===== config.mk =====
export PLATFORM = sky130hd
export DESIGN_NAME = reg_write_arbiter
export DESIGN_NICKNAME = d
export VERILOG_FILES = /design/src/rtl/reg_write_arbiter_pkg.sv /design/src/rtl/reg_write_arbiter_rr_pick.sv /design/src/rtl/reg_write_arbiter.sv
export SDC_FILE = /design/constraint.sdc
export NUM_CORES = 1
export LEC_CHECK = 0
export BUFFER_PORTS_ARGS = -buffer_cell sky130_fd_sc_hd__buf_2
export CORE_ASPECT_RATIO = 1.4
export CORE_UTILIZATION = 30
export CTS_CLUSTER_SIZE = 16
export DETAILED_ROUTE_END_ITERATION = 10
export SLEW_MARGIN = 5
export SYNTH_ARGS = -nofsm -noshare
export SYNTH_HDL_FRONTEND = slang
export SYNTH_HIERARCHICAL = 1
export SYNTH_SLANG_ARGS = --single-unit

===== constraint.sdc =====
create_clock -name clk -period 11.4 [get_ports clk]
set_input_delay 1.71 -clock clk [delete_from_list [all_inputs] [get_ports clk]]
set_output_delay 1.71 -clock clk [all_outputs]
set_load 0.01 [all_outputs]

===== src/rtl/reg_write_arbiter_pkg.sv =====
// Shared types and default constants for the register write arbiter.
package reg_write_arbiter_pkg;

    localparam int N_REQ_DEF = 4;
    localparam int WIDTH_DEF = 8;

    // Requester indices are carried in 3 bits, enough for up to 8 requesters.
    localparam int IDX_W = 3;
    typedef logic [IDX_W-1:0] idx_t;

    typedef enum logic [1:0] {
        IDLE  = 2'd0,
        WRITE = 2'd1,
        ACK   = 2'd2
    } state_t;

endpackage : reg_write_arbiter_pkg


===== src/rtl/reg_write_arbiter_rr_pick.sv =====
// Combinational round-robin select: first set request found searching
// upward from ptr+1 with wrap-around.
module rr_pick
    import reg_write_arbiter_pkg::*;
#(
    parameter int N_REQ = N_REQ_DEF
) (
    input  logic [N_REQ-1:0] req,
    input  idx_t             ptr,
    output logic [N_REQ-1:0] winner,
    output idx_t             winner_idx,
    output logic             found
);

    int               start;
    int               pos;
    logic [N_REQ-1:0] rot;

    // Rotate req so bit 0 is requester ptr+1, then take the lowest set bit.
    // NOTE: every variable assigned in this block gets a default first, so no path leaves one unassigned and infers a latch.
    always_comb begin
        start      = int'(ptr) + 1;
        if (start >= N_REQ) start = 0;
        rot        = (req >> start) | (req << (N_REQ - start));
        found      = 1'b0;
        pos        = 0;
        winner_idx = '0;
        winner     = '0;
        for (int i = 0; i < N_REQ; i++) begin
            if (!found && rot[i]) begin
                found = 1'b1;
                pos   = start + i;
                if (pos >= N_REQ) pos = pos - N_REQ;
                winner_idx = idx_t'(pos);
            end
        end
        for (int i = 0; i < N_REQ; i++) begin
            winner[i] = found && (idx_t'(i) == winner_idx);
        end
    end

endmodule : rr_pick


===== src/rtl/reg_write_arbiter.sv =====
// Round-robin arbiter granting N_REQ requesters write access to one shared
// register. Each write takes IDLE (grant) -> WRITE (load) -> ACK (pulse).
module reg_write_arbiter
    import reg_write_arbiter_pkg::*;
#(
    parameter int N_REQ = N_REQ_DEF,
    parameter int WIDTH = WIDTH_DEF
) (
    input  logic                   clk,
    input  logic                   rst,
    input  logic [N_REQ-1:0]       req,
    input  logic [N_REQ*WIDTH-1:0] wdata,
    output logic [N_REQ-1:0]       gnt,
    output logic [N_REQ-1:0]       ack,
    output logic [WIDTH-1:0]       q,
    output logic [2:0]             owner,
    output logic [7:0]             wr_cnt,
    output logic                   busy
);

    state_t           state, state_next;
    logic [N_REQ-1:0] gnt_next, ack_next;
    idx_t             win_idx, win_idx_next;
    idx_t             ptr;
    logic             write_en;
    logic [WIDTH-1:0] wdata_sel;

    logic [N_REQ-1:0] pick_onehot;
    idx_t             pick_idx;
    logic             pick_found;

    rr_pick #(.N_REQ(N_REQ)) u_rr_pick (
        .req        (req),
        .ptr        (ptr),
        .winner     (pick_onehot),
        .winner_idx (pick_idx),
        .found      (pick_found)
    );

    // Select the granted requester's data slice; gnt stays one-hot in WRITE.
    always_comb begin
        wdata_sel = '0;
        for (int i = 0; i < N_REQ; i++) begin
            if (gnt[i]) wdata_sel = wdata[i*WIDTH +: WIDTH];
        end
    end

    // Next-state, grant and ack decode.
    always_comb begin
        state_next   = state;
        gnt_next     = '0;
        ack_next     = '0;
        win_idx_next = win_idx;
        write_en     = 1'b0;
        case (state)
            IDLE: begin
                if (pick_found) begin
                    gnt_next     = pick_onehot;
                    win_idx_next = pick_idx;
                    state_next   = WRITE;
                end
            end
            WRITE: begin
                // A winner that dropped its request forfeits the slot.
                if (|(req & gnt)) begin
                    write_en   = 1'b1;
                    ack_next   = gnt;
                    state_next = ACK;
                end else begin
                    state_next = IDLE;
                end
            end
            ACK:     state_next = IDLE;
            default: state_next = IDLE;
        endcase
    end

    // FSM state, registered grant/ack and winner index.
    // NOTE: sequential state uses non-blocking assignments so every flop samples pre-edge values.
    always_ff @(posedge clk or negedge rst) begin
        if (!rst) begin
            state   <= IDLE;
            gnt     <= '0;
            ack     <= '0;
            win_idx <= '0;
        end else begin
            state   <= state_next;
            gnt     <= gnt_next;
            ack     <= ack_next;
            win_idx <= win_idx_next;
        end
    end

    // Shared register and write bookkeeping, updated only by a completed write.
    // NOTE: q is a plain data register, but it is reset because its post-reset value of zero is architecturally visible.
    always_ff @(posedge clk or negedge rst) begin
        if (!rst) begin
            q      <= '0;
            owner  <= '0;
            ptr    <= idx_t'(N_REQ - 1);
            wr_cnt <= '0;
        end else if (write_en) begin
            q      <= wdata_sel;
            owner  <= win_idx;
            ptr    <= win_idx;
            wr_cnt <= wr_cnt + 8'd1;
        end
    end

    assign busy = (state != IDLE);

endmodule : reg_write_arbiter

==> results.sh <==
export IMPL_status="finished clean"
export IMPL_clockBufferDepth=2
export IMPL_synth_most_common_cell="dfrtp_1"
export IMPL_grt_pass1_wl_um=7620
export IMPL_die_h_um=102
export IMPL_post_cts_buffers=0
export IMPL_clk_pin_slew_ns=0.07
export IMPL_yosysTopAreaCell="dfrtp_1"
export IMPL_synth_edf_count=0
export IMPL_criticalPathCategory="flop to flop"
export IMPL_syn_inst=229
export IMPL_nNetsFinal=334
export IMPL_hold_ws_ns=0.472
export IMPL_synth_area_mm2=0.00214
export IMPL_grt_util_met1_pct=15.3
export IMPL_crit_path_start_kind="flop"
export IMPL_fmax_mhz=247
export IMPL_grt_pass1_vias=1662
export IMPL_p_per_area_mw_per_mm2=302
export IMPL_dieWidth_um=73.4
export IMPL_h_tree_depth=2
export IMPL_synth_seq_cells=34
export IMPL_global_route_usage_met3_pct=2.37
export IMPL_yosys_top_cells_area="dfrtp_1, a21oi_1, ha_1"
export IMPL_via_per_inst=4.91
export IMPL_route_vias_total=1890
export IMPL_worst_slew_pin_slew_ns=0.858
export IMPL_synth_top_area_share_pct=37.4
export IMPL_yosys_warnings=6
export IMPL_dr_pass1_iters=4
export IMPL_ys_seq_area_share_pct=39.8
export IMPL_holdBufCountCts=0
export IMPL_cp_required_ns=11.57
export IMPL_dieArea_mm2=0.00749
export IMPL_wl_per_cell_um=12.5
export IMPL_final_max_slew_violation_count=0
export IMPL_cts_sinks=34
export IMPL_async_flop_share_pct=100
export IMPL_final_cell_area_mm2=0.00265
export IMPL_num_rows=36
export IMPL_rsz0062_at_grt="no"
export IMPL_ir_worst_vdd_uv=122
export IMPL_cts_root_buf="clkbuf_8"
export IMPL_finalSetupTns_ns=0
export IMPL_drive_gt1_share_pct=33.8
export IMPL_numCtsBuffers=5
export IMPL_coreArea_mm2=0.00694
export IMPL_hp_class="flop to flop"
export IMPL_ctsResizeCount=0
export IMPL_cts_tree="built"
export IMPL_hpwl_um=3500
export IMPL_maxCapViolCount=0
export IMPL_grt_antenna_before_repair=0
export IMPL_ant_nets=0
export IMPL_grt_ovfl_total=0
export IMPL_p_leak_nw=1.26
export IMPL_num_io_pins=66
export IMPL_grt_busiest_layer="met2"
export IMPL_worst_skew_pair_late_latency_ns=0.28
export IMPL_cp_arrival_ns=4.21
export IMPL_routed_wl_um=4820
export IMPL_hold_violations=0
export IMPL_setup_violations=0
export IMPL_grtUsageTotal_pct=13.0
export IMPL_yosysUniqueCellTypes=57
export IMPL_drtIter0Drc=93
export IMPL_drcViolationCount=0
export IMPL_avgSynthCellArea_um2=9.35
export IMPL_finalWeightedCongestion=0.804
export IMPL_crit_fanout=8
export IMPL_finalPower_uw=801
export IMPL_post_route_period_util_pct=35.4
export IMPL_placed_area_mm2=0.00251
export IMPL_use_met2_pct=23.5
export IMPL_worst_setup_path_end_kind="flop"
export IMPL_num_antenna_cells=0
export IMPL_grt_start_max_net_pins=35
export IMPL_period_minus_slack_ns=4.04
export IMPL_finClkSkew_ns=0.00746
export IMPL_max_slew_margin_pct=42.7
export IMPL_start_util_pct=30.9
export IMPL_portBuffers=65
export IMPL_synth_common_cells="dfrtp_1, a21oi_1, nor2_1"
export IMPL_synth_top_flop_cell="dfrtp_1"
export IMPL_syn_to_final_growth_pct=23.7
[per-stage QoR]
stage | util (%) | cells | setup WS, ns
after floorplan | - | 230 | 7.83
after global placement | 36.1 | 377 | 7.54
after detailed placement | 36.1 | 377 | 7.39
after CTS | 38.2 | 385 | 7.40
after global routing | 38.2 | 385 | 6.95
final | 38.2 | 385 | 7.36
[cell families (layout without fill, tap and decap cells)]
family          count (synthesis)  in the layout  synth area share (%)
compound gates                 74             74                  23.1
simple gates                   65             65                  16.0
flops                          34             34                  39.8
buf+inv                        28             88                  6.66
mux                            13             13                  7.24
fa+ha+maj                       7              7                  4.09
xor+xnor                        7              7                  2.86
other cells                     1              2                 0.175
[registers in the layout (all words and copies together), names as in the netlist]
name and cells:
owner 3, wr_cnt 8, state 2, q 8, ptr 2, win_idx 3
gnt 4, ack 4
[worst max-delay path, stage by stage, from the launching register on]
cell and delay, ns:
dfstp_2 0.58, ha_1 0.23, a21boi_0 0.32, a21o_1 0.24
nand2_1 0.18, ha_1 0.40, nor2_1 0.36, o21ai_0 0.16
a22oi_1 0.25, a21oi_1 0.20, and4_1 0.26, inv_1 0.07
inv_1 0.04, nor2_2 0.25, mux2_2 0.37
[where the power goes]
| part | total (mW) | internal, mW | switching, mW |
|---|---|---|---|
| clock | 0.136 | 0.0933 | 0.0428 |
| combinational | 0.459 | 0.209 | 0.249 |
| sequential | 0.207 | 0.166 | 0.0403 |
| total | 0.801 | 0.469 | 0.332 |
[metal layers]
metal / routed length, um / up-vias
li1: - / 928
met1: 2030 / 884
met2: 2420 / 74
met3: 311 / 4
met4: 54 / 0
met5: 0 / -
[path summary, 6_finish.rpt]
check / startpoint / slack [ns] / cells past startpoint / to
min in group asynchronous: rst / 1.50 / 1 / wr_cnt[5]
setup reg to reg: ptr[0] / 7.36 / 14 / win_idx[2]
hold / removal: wr_cnt[7] / 0.47 / 1 / wr_cnt[7]
setup / recovery: ptr[0] / 7.36 / 14 / win_idx[2]
hold reg to reg: wr_cnt[7] / 0.47 / 1 / wr_cnt[7]
max in group asynchronous: rst / 9.41 / 1 / q[7]
[cells in the final DEF, fill, tap and decap left out, drive strengths merged, types with 2 or more instances in the layout]
| cell type | Yosys | routed |
|---|---|---|
| o21ai | 13 | 13 |
| nand4 | 4 | 4 |
| dfrtp | 32 | 32 |
| dfstp | 2 | 2 |
| buf | 10 | 65 |
| or2 | 2 | 2 |
| nand2 | 16 | 16 |
| nand3 | 3 | 3 |
| nor2 | 18 | 18 |
| conb | 1 | 2 |
| ha | 7 | 7 |
| a211oi | 2 | 2 |
| a22oi | 12 | 12 |
| a21boi | 5 | 5 |
| nand2b | 2 | 2 |
| bufinv | 0 | 2 |
| inv | 15 | 15 |
| nor3 | 2 | 2 |
| and3 | 2 | 2 |
| mux2 | 11 | 11 |
| clkbuf | 3 | 6 |
| mux2i | 2 | 2 |
| a31oi | 2 | 2 |
| and2 | 9 | 9 |
| a21oi | 30 | 30 |
| xnor2 | 6 | 6 |
[area by class of cell]
type | instances | area [um^2]
fillers | 740 | 4290
multi-input cells | 168 | 1150
flip-flops and latches | 34 | 853
repair buffers | 65 | 325
well taps | 95 | 119
clock buffers | 6 | 82.6
clock inverters | 2 | 60.1
inverters | 15 | 58.8
(Power assumes the default switching activity.)
